--- src/rtl/adc_window_cmp_if.sv ---
// ADC conversion handshake bundle.
//   x   : converter data, valid while eoc=1 after a conversion
//   eoc : end of conversion (1 = idle/done, 0 = converting)
//   soc : start of conversion request to the converter
// master = window comparator (drives soc), slave = converter side.
interface adc_window_cmp_if #(
  parameter int W = 8
);
  logic [W-1:0] x;
  logic         eoc;
  logic         soc;

  modport master (input x, input eoc, output soc);
  modport slave  (output x, output eoc, input soc);
endinterface

--- src/rtl/adc_window_cmp.sv ---
// Sliding-window ADC threshold unit.
// Runs the soc/eoc handshake with an external converter, keeps the last
// DEPTH samples and their running sum, and raises out once the window is
// full and the sum reaches thr.
// Ports:
//   clock, reset_ : system clock, asynchronous active-low reset
//   adc           : converter handshake (x, eoc in; soc out)
//   en            : acquisition enable
//   clr           : synchronous flush of window, sum, flags and FSM
//   thr           : threshold, compared unsigned in S_EVAL
//   thr_lo        : release threshold (only with ADC_WIN_HYST_EN)
//   sum, full, out: window sum, window-full flag, decision
// Optional feature macro: ADC_WIN_HYST_EN (hysteresis on out).
module adc_window_cmp #(
  parameter  int W     = 8,
  parameter  int DEPTH = 3,
  localparam int SW    = W + $clog2(DEPTH)
) (
  input  logic             clock,
  input  logic             reset_,
  adc_window_cmp_if.master adc,
  input  logic             en,
  input  logic             clr,
  input  logic [SW-1:0]    thr,
`ifdef ADC_WIN_HYST_EN
  input  logic [SW-1:0]    thr_lo,
`endif
  output logic [SW-1:0]    sum,
  output logic             full,
  output logic             out
);
  localparam int CW = $clog2(DEPTH + 1);

  typedef enum logic [2:0] {S_IDLE, S_SOC, S_WAIT, S_LOAD, S_EVAL} state_t;

  state_t                  star_q, star_d;
  logic                    soc_q, soc_d;
  logic                    full_q, full_d;
  logic                    out_q, out_d;
  logic [SW-1:0]           sum_q, sum_d;
  logic [DEPTH-1:0][W-1:0] win_q, win_d;   // [0] newest, [DEPTH-1] oldest
  logic [CW-1:0]           cnt_q, cnt_d;

  logic                    win_full;
  logic [W-1:0]            oldest;
  logic                    hit;

  assign win_full = (cnt_q == CW'(DEPTH));
  // Until the window has filled, nothing real drops out of it.
  assign oldest   = win_full ? win_q[DEPTH-1] : '0;

`ifdef ADC_WIN_HYST_EN
  // Set at thr, release only below thr_lo, hold inside the band.
  assign hit = (sum_q >= thr) ? 1'b1 : ((sum_q < thr_lo) ? 1'b0 : out_q);
`else
  assign hit = (sum_q >= thr);
`endif

  always_comb begin
    star_d = star_q;
    sum_d  = sum_q;
    win_d  = win_q;
    cnt_d  = cnt_q;
    full_d = full_q;
    out_d  = out_q;
    unique case (star_q)
      S_IDLE: if (en) star_d = S_SOC;
      S_SOC:  if (!adc.eoc) star_d = S_WAIT;
      S_WAIT: if (adc.eoc) star_d = S_LOAD;
      S_LOAD: begin
        win_d  = {win_q[DEPTH-2:0], adc.x};
        sum_d  = sum_q + SW'(adc.x) - SW'(oldest);
        if (!win_full) cnt_d = cnt_q + CW'(1);
        star_d = S_EVAL;
      end
      S_EVAL: begin
        full_d = win_full;
        out_d  = win_full & hit;
        star_d = en ? S_SOC : S_IDLE;
      end
      default: star_d = S_IDLE;
    endcase
    if (clr) begin
      star_d = S_IDLE;
      sum_d  = '0;
      win_d  = '0;
      cnt_d  = '0;
      full_d = 1'b0;
      out_d  = 1'b0;
    end
    // soc is a registered decode of the next state, so it is high
    // exactly for the cycles spent in S_SOC.
    soc_d = (star_d == S_SOC);
  end

  always_ff @(posedge clock or negedge reset_) begin
    if (!reset_) begin
      star_q <= S_IDLE;
      soc_q  <= 1'b0;
      sum_q  <= '0;
      win_q  <= '0;
      cnt_q  <= '0;
      full_q <= 1'b0;
      out_q  <= 1'b0;
    end else begin
      star_q <= star_d;
      soc_q  <= soc_d;
      sum_q  <= sum_d;
      win_q  <= win_d;
      cnt_q  <= cnt_d;
      full_q <= full_d;
      out_q  <= out_d;
    end
  end

  assign adc.soc = soc_q;
  assign sum     = sum_q;
  assign full    = full_q;
  assign out     = out_q;
endmodule
--- src/flat_wrapper.sv ---
// flat-port wrapper written by rule: the top's interface ports become plain ports
module adc_window_cmp_flat 
#(
  parameter  int W     = 8,
  parameter  int DEPTH = 3,
  localparam int SW    = W + $clog2(DEPTH)
)
  (clock, reset_, en, clr, thr, sum, full, out, adc_x, adc_eoc, adc_soc);
  adc_window_cmp_if #(.W(W)) adc_i ();
  input  logic clock;
  input  logic reset_;
  input  logic en;
  input  logic clr;
  input  logic [SW-1:0] thr;
  output logic [SW-1:0] sum;
  output logic full;
  output logic out;
  input wire logic [$bits(adc_i.x)-1:0] adc_x;
  input wire logic [$bits(adc_i.eoc)-1:0] adc_eoc;
  output wire logic [$bits(adc_i.soc)-1:0] adc_soc;
  assign adc_i.x = adc_x;
  assign adc_i.eoc = adc_eoc;
  assign adc_soc = adc_i.soc;
  adc_window_cmp #(.W(W), .DEPTH(DEPTH)) u_core (.clock(clock), .reset_(reset_), .adc(adc_i), .en(en), .clr(clr), .thr(thr), .sum(sum), .full(full), .out(out));
endmodule
--- config.mk ---
export PLATFORM = sky130hd
export DESIGN_NAME = adc_window_cmp_flat
export DESIGN_NICKNAME = d
export VERILOG_FILES = /design/src/rtl/adc_window_cmp_if.sv /design/src/rtl/adc_window_cmp.sv /design/src/flat_wrapper.sv
export SDC_FILE = /design/constraint.sdc
export NUM_CORES = 1
export LEC_CHECK = 0
export CAP_MARGIN = 10
export CORE_AREA = 2 2 96 98
export DETAILED_ROUTE_END_ITERATION = 12
export DIE_AREA = 0 0 98 100
export PLACE_DENSITY = 0.55
export SETUP_SLACK_MARGIN = 0.3
export SYNTH_ARGS = -nofsm -noshare
export SYNTH_HDL_FRONTEND = slang
export SYNTH_SLANG_ARGS = --single-unit
--- constraint.sdc ---
create_clock -name clock -period 6.66 [get_ports clock]
set_input_delay 1.332 -clock clock [delete_from_list [all_inputs] [get_ports clock]]
set_output_delay 1.332 -clock clock [all_outputs]
set_load 0.005 [all_outputs]
==> results.sh, run 1 <==
export IMPL_power_share_switching=0.261
export IMPL_number_of_global_route_vias_before_repair=1953
export IMPL_antenna_found_initial=0
export IMPL_syn_area_sq_um=2660
export IMPL_route_top_layer_used="met4"
export IMPL_final_cell_area_sq_um=3210
export IMPL_post_synth_cell_area_avg_sq_um=8.64
export IMPL_mean_number_of_vias_per_cell=4.79
export IMPL_io_buffers=35
export IMPL_routed_wirelength_um=5520
export IMPL_netlist_top_cells_area="dfrtp_1 39%, ha_1 9.9%, nand2_1 8.6%"
export IMPL_critical_path_endpoint_type="flop"
export IMPL_clockPowerShare=0.358
export IMPL_place_gp_congestion=0.838
export IMPL_met3WireLength_um=194
export IMPL_timing_critical_path_required_ps=6820
export IMPL_insertedDiodeCount=0
export IMPL_drt_pass1_iterations=4
export IMPL_irDropWorstVdd_uv=58.8
export IMPL_clock_insertion_delay_worst_skew_ps=300
export IMPL_synth_top_cell_area_share=0.395
export IMPL_gate_power_share=0.162
export IMPL_wl_per_cell_um=12.3
export IMPL_unrepaired_setup_endpoints_after_global_routing="false"
export IMPL_path_cells="clkdlybuf4s50_1 > inv_1 > fa_1 > inv_1 > fa_1 > a21oi_1 > o21ai_0 > o21ai_0 > mux2i_1 > o311ai_0"
export IMPL_postSynthRegisterBits=42
export IMPL_final_layout_size_suffix_gt1_frac=0.0383
export IMPL_ys_async_sr_fraction=1.00
export IMPL_report_final_slew_viol_count=0
export IMPL_power_leakage_nw=1.46
export IMPL_drt_met1_wl_um=2610
export IMPL_clk_transition_reported_paths_ps=90
export IMPL_via_count=2155
export IMPL_fin_setup_tns_ps=0
export IMPL_grt_first_pass_wirelength_um=9360
export IMPL_min_path_type="reg -> reg"
export IMPL_worst_setup_path_start_kind="input pin"
export IMPL_hold_slack_ps=513
export IMPL_synth_seq_area_share=0.395
export IMPL_p_int_w=0.000403
export IMPL_finish_net_count=390
export IMPL_cts_sinks=42
export IMPL_period_needed_ps=3730
export IMPL_global_route_usage_total=0.116
export IMPL_start_util=0.299
export IMPL_gr_total_overflow=0
export IMPL_final_min_period_over_clock_period=0.561
export IMPL_die_w_um=98
export IMPL_synth_enable_flop_cells=0
export IMPL_cts_hold_buffers_added=0
export IMPL_cts_tree="built"
export IMPL_num_rows=35
export IMPL_synth_nets=360
export IMPL_netlist_instances=308
export IMPL_power_per_cell_area_nw_per_um2=170
export IMPL_cap_violations=0
export IMPL_cts_setup_buffers=0
export IMPL_cts_made_buffers=5
export IMPL_clock_fmax_mhz=268
export IMPL_io_pins=36
export IMPL_core_sq_um=8890
export IMPL_largest_net_degree_at_the_start_of_global_routing=52
export IMPL_seq_power_share=0.481
export IMPL_max_slew_margin=0.369
export IMPL_outcome="complete, no violations"
export IMPL_h_tree_depth=2
export IMPL_post_cts_resize_count=0
export IMPL_synthesis_yosys_warnings=0
export IMPL_timing_final_hold_violations=0
export IMPL_dpl_cell_area_sq_um=3100
export IMPL_timing_worst_slew_pin_value_ps=947
export IMPL_place_hpwl_um=3950
export IMPL_critPathKind="in -> reg"
export IMPL_worst_clock_skew_ps=10.4
export IMPL_route_antenna_remaining_nets=0
export IMPL_cts_root_cell="clkbuf_8"
export IMPL_cp_slowest_cell="fa_1"
export IMPL_timing_critical_path_slowest_cell_delay_ps=530
export IMPL_setup_viol=0
export IMPL_worstPathArrival_ps=3890
export IMPL_drcViolationCount=0
export IMPL_areaGrowthSynthToFinish_pct=20.7
export IMPL_die_area_sq_um=9800
export IMPL_netSwitchingPower_w=0.000143
export IMPL_synthFlopType="dfrtp_1"
export IMPL_drt_initial_drc_count=123
export IMPL_yosysTopAreaCell="dfrtp_1"
export IMPL_route_met2_wl_um=2630
export IMPL_die_h_um=100
export IMPL_synth_cell_type_count=43
export IMPL_crit_fanout=3
export IMPL_clockBufferDepth=2
==> path summary, 6_finish.rpt <==
check | start | endpoint | slack (ps) | depth (start not counted)
min | u_core.win_q[1] | u_core.win_q[9] | 510 | 2
min in group asynchronous | reset_ | u_core.sum[5] | 1180 | 1
min reg2reg | u_core.win_q[1] | u_core.win_q[9] | 510 | 2
max in group asynchronous | reset_ | u_core.win_q[4] | 4900 | 1
max reg2reg | u_core.cnt_q[0] | u_core.sum[6] | 3580 | 10
max | adc_x[1] | u_core.sum[6] | 2930 | 10
==> power by group through the flow <==
stage          Combinational [W]  Clock [W]  Sequential [W]
2_1_floorplan          0.0000545          0        0.000267
3_3_place_gp           0.0000888          0        0.000267
3_5_place_dp           0.0000897          0        0.000268
4_1_cts                0.0000903   0.000200        0.000262
5_1_grt                 0.000101   0.000211        0.000263
6_report               0.0000883   0.000195        0.000262
==> routing by layer <==
metal / vias to the layer above / track usage
met5: - / 0
met4: 0 / 0.0417
met3: 7 / 0.0202
met2: 39 / 0.189
met1: 1025 / 0.155
li1: 1084 / -
==> layout make-up <==
| cell class | count | area, sq um |
|---|---|---|
| multi-input cells | 210 | 1400 |
| well taps | 111 | 139 |
| inverters | 42 | 158 |
| flip-flops and latches | 42 | 1050 |
| fillers | 939 | 5680 |
| clock buffers | 8 | 110 |
| repair buffers | 37 | 360 |
==> registers in the layout, summed over array words and instances, names as in the netlist <==
register and cells:
u_core.adc.soc 1, u_core.cnt_q 2, u_core.full 1, u_core.out 1, u_core.star_q 3, u_core.sum 10
u_core.win_q 24
==> metrics by stage <==
stage	utilization	total power [W]	std cells	setup WS, ps
floorplan	-	0.000321	308	3270
global placement	0.349	0.000356	442	2640
detailed placement	0.349	0.000357	442	2600
CTS	0.361	0.000553	450	2930
global route	0.361	0.000575	450	2790
finish	0.361	0.000546	450	2930
==> cells by family after synthesis <==
family,synth area share
muxes,0.0150
adders and majority gates,0.159
buffers and inverters,0.0809
and+or+nand+nor,0.182
AOI/OAI and AO/OA,0.155
DFF,0.395
xor gates and xnor gates,0.0132
==> cell usage after synthesis (all sizes together), types with 2 or more instances <==
| master | instances |
|---|---|
| a211oi | 5 |
| a21o | 4 |
| a21oi | 34 |
| and2 | 8 |
| buf | 5 |
| clkbuf | 9 |
| dfrtp | 42 |
| fa | 8 |
| ha | 21 |
| inv | 42 |
| mux2i | 4 |
| nand2 | 61 |
| nand3 | 4 |
| nand3b | 2 |
| nor2 | 13 |
| nor2b | 2 |
| nor3 | 9 |
| nor4b | 2 |
| o211ai | 2 |
| o21ai | 6 |
| o311ai | 2 |
| o31a | 2 |
| o31ai | 2 |
| or3 | 2 |
| xor2 | 3 |
==> layout by cell type (no fill, tap or decap), types with 2 or more instances in the layout <==
cell / n
nand2_1: 61
inv_1: 42
dfrtp_1: 42
a21oi_1: 34
clkdlybuf4s50_1: 34
ha_1: 21
nor2_1: 13
nor3_1: 8
and2_1: 8
fa_1: 8
clkbuf_8: 8
o21ai_0: 6
a211oi_1: 5
mux2i_1: 4
a21o_1: 4
nand3_1: 4
xor2_1: 3
or3_1: 2
o211ai_1: 2
o31a_1: 2
nor4b_1: 2
o31ai_1: 2
nor2b_1: 2
buf_4: 2
==> critical path, delay by kind of cell <==
kind                       cells  cell delay [ps]
buffers and inverters          3              610
adders and majority gates      2              980
muxes                          1              210
AOI/OAI and AO/OA              4              750
No activity file was read; power rests on OpenSTA's default activity.
==> run 2, diff against run 1 <==
clock period = 3.57 ns   (was 6.66 ns; I/O delays follow)
==> run 2 against run 1 <==
Compared with the run above: combinational power increased by 91%; first-iteration DRC count decreased by 25%; flip-flop and latch count unchanged; global-route usage increased by 0.32 points; setup slack got worse by 2400 ps; utilization increased by 0.28 points; clock power increased by 84%; die area unchanged; non-clock buffer count increased by 3; largest power group unchanged; highest routed layer unchanged.
==> results.sh, run 2 (synthesis results as in run 1) <==
export IMPL_timing_critical_path_slowest_cell_delay_ps=530
export IMPL_clock_fmax_mhz=324
export IMPL_clock_insertion_delay_worst_skew_ps=290
export IMPL_finish_net_count=393
export IMPL_path_cells="clkdlybuf4s50_1 > inv_1 > fa_1 > inv_1 > fa_1 > a21oi_1 > o21ai_1 > o21ai_1 > mux2i_1 > o311ai_0"
export IMPL_top_register="u_core.win_q"
export IMPL_die_area_sq_um=9800
export IMPL_number_of_global_route_vias_before_repair=2046
export IMPL_routed_wirelength_um=5570
export IMPL_critical_path_endpoint_type="flop"
export IMPL_h_tree_depth=2
export IMPL_drcViolationCount=0
export IMPL_timing_final_ws_setup_ps=482
export IMPL_post_layout_total_power_w=0.00102
export IMPL_areaGrowthSynthToFinish_pct=21.7
export IMPL_worst_setup_path_start_kind="input pin"
export IMPL_timing_worst_slew_pin_value_ps=948
export IMPL_period_needed_ps=3090
export IMPL_io_buffers=35
export IMPL_unrepaired_setup_endpoints_after_global_routing="false"
export IMPL_cts_root_cell="clkbuf_8"
export IMPL_mean_number_of_vias_per_cell=4.62
export IMPL_core_sq_um=8890
export IMPL_dpl_cell_area_sq_um=3130
export IMPL_cts_made_buffers=5
export IMPL_outcome="complete, no violations"
export IMPL_fin_util=0.364
export IMPL_report_final_slew_viol_count=0
export IMPL_power_leakage_nw=1.48
export IMPL_via_count=2092
export IMPL_timing_critical_path_required_ps=3710
export IMPL_setup_viol=0
export IMPL_cp_slowest_cell="fa_1"
export IMPL_num_rows=35
export IMPL_start_util=0.299
export IMPL_worst_clock_skew_ps=8.50
export IMPL_drt_pass1_iterations=4
export IMPL_cts_tree="built"
export IMPL_timing_final_hold_violations=0
export IMPL_route_antenna_remaining_nets=0
export IMPL_grt_first_pass_wirelength_um=9560
export IMPL_irDropWorstVdd_uv=117
export IMPL_global_route_usage_total=0.119
export IMPL_final_layout_size_suffix_gt1_frac=0.0497
export IMPL_fillers=910
export IMPL_drt_initial_drc_count=92
export IMPL_largest_net_degree_at_the_start_of_global_routing=43
export IMPL_wl_per_cell_um=12.3
export IMPL_fin_setup_tns_ps=0
export IMPL_final_min_period_over_clock_period=0.865
export IMPL_gr_total_overflow=0
export IMPL_insertedDiodeCount=0
export IMPL_final_cell_area_sq_um=3240
export IMPL_setup_ws_pre_cts_ps=51.9
export IMPL_min_path_type="reg -> reg"
export IMPL_clockBufferDepth=2
export IMPL_area_taken_by_multi_input_logic_gates_sq_um=1400
export IMPL_cap_violations=0
export IMPL_place_hpwl_um=4040
export IMPL_largest_register_ffs=24
export IMPL_critPathKind="in -> reg"
export IMPL_die_w_um=98
export IMPL_layout_commonest_cell="nand2_1"
export IMPL_power_per_cell_area_nw_per_um2=314
export IMPL_final_cell_mix="61 x nand2_1, 42 x inv_1, 42 x dfrtp_1"
export IMPL_cts_setup_buffers=0
export IMPL_worstPathArrival_ps=3220
export IMPL_cts_sinks=42
export IMPL_place_gp_congestion=0.887
export IMPL_regArea_sq_um=1050
export IMPL_crit_fanout=3
export IMPL_die_h_um=100
export IMPL_cts_hold_buffers_added=0
export IMPL_max_slew_margin=0.368
export IMPL_antenna_found_initial=0
export IMPL_io_pins=36
export IMPL_clk_transition_reported_paths_ps=90
==> run 2: cell types whose count changed in the layout (fill, tap and decap cells not counted), sizes merged <==
cell,before,now
buf,3,6
==> run 2: per-stage QoR <==
step                std cells  hold slack [ps]
global route              453              532
detailed placement        445              510
finish                    453              517
floorplan                 308              418
CTS                       453              522
global placement          445              503
==> run 2: repair_timing <==
action | CTS | global route
gates resized for setup | 0 | 3
endpoints found under the setup margin | 0 | 3
endpoints found under the hold margin | 0 | 0
==> run 2: routing by layer <==
| metal | share of wire | track usage |
|---|---|---|
| met3 | 0.044 | 0.0237 |
| met1 | 0.48 | 0.163 |
| met2 | 0.46 | 0.188 |
| met5 | 0 | 0 |
| met4 | 0.015 | 0.0406 |
==> run 2: worst max-delay path: cells and delay by family <==
kind / cells / cell delay [ps]
muxes: 1 / 200
buffers and inverters: 3 / 630
adders and majority gates: 2 / 980
AOI/OAI and AO/OA: 4 / 700
==> run 2: worst paths after layout <==
kind	start	end	slack, ps	depth (start not counted)
hold reg to reg	u_core.win_q[20]	u_core.win_q[20]	520	2
min in group asynchronous	reset_	u_core.sum[5]	560	1
max in group asynchronous	reset_	u_core.win_q[21]	2420	1
hold / removal	u_core.win_q[20]	u_core.win_q[20]	520	2
setup reg to reg	u_core.cnt_q[0]	u_core.sum[6]	640	10
setup / recovery	adc_x[1]	u_core.sum[6]	480	10
==> run 2: power by group <==
part           internal [W]  switching (W)
clock              0.000195       0.000163
combinational     0.0000773      0.0000918
sequential         0.000482     0.00000703
total              0.000755       0.000262
==> run 2: final cells by class <==
cell class,instances,area share
well taps,111,0.0429
inverters,42,0.0487
multi-input cells,210,0.432
clock buffers,8,0.0340
flip-flops and latches,42,0.325
repair buffers,40,0.118
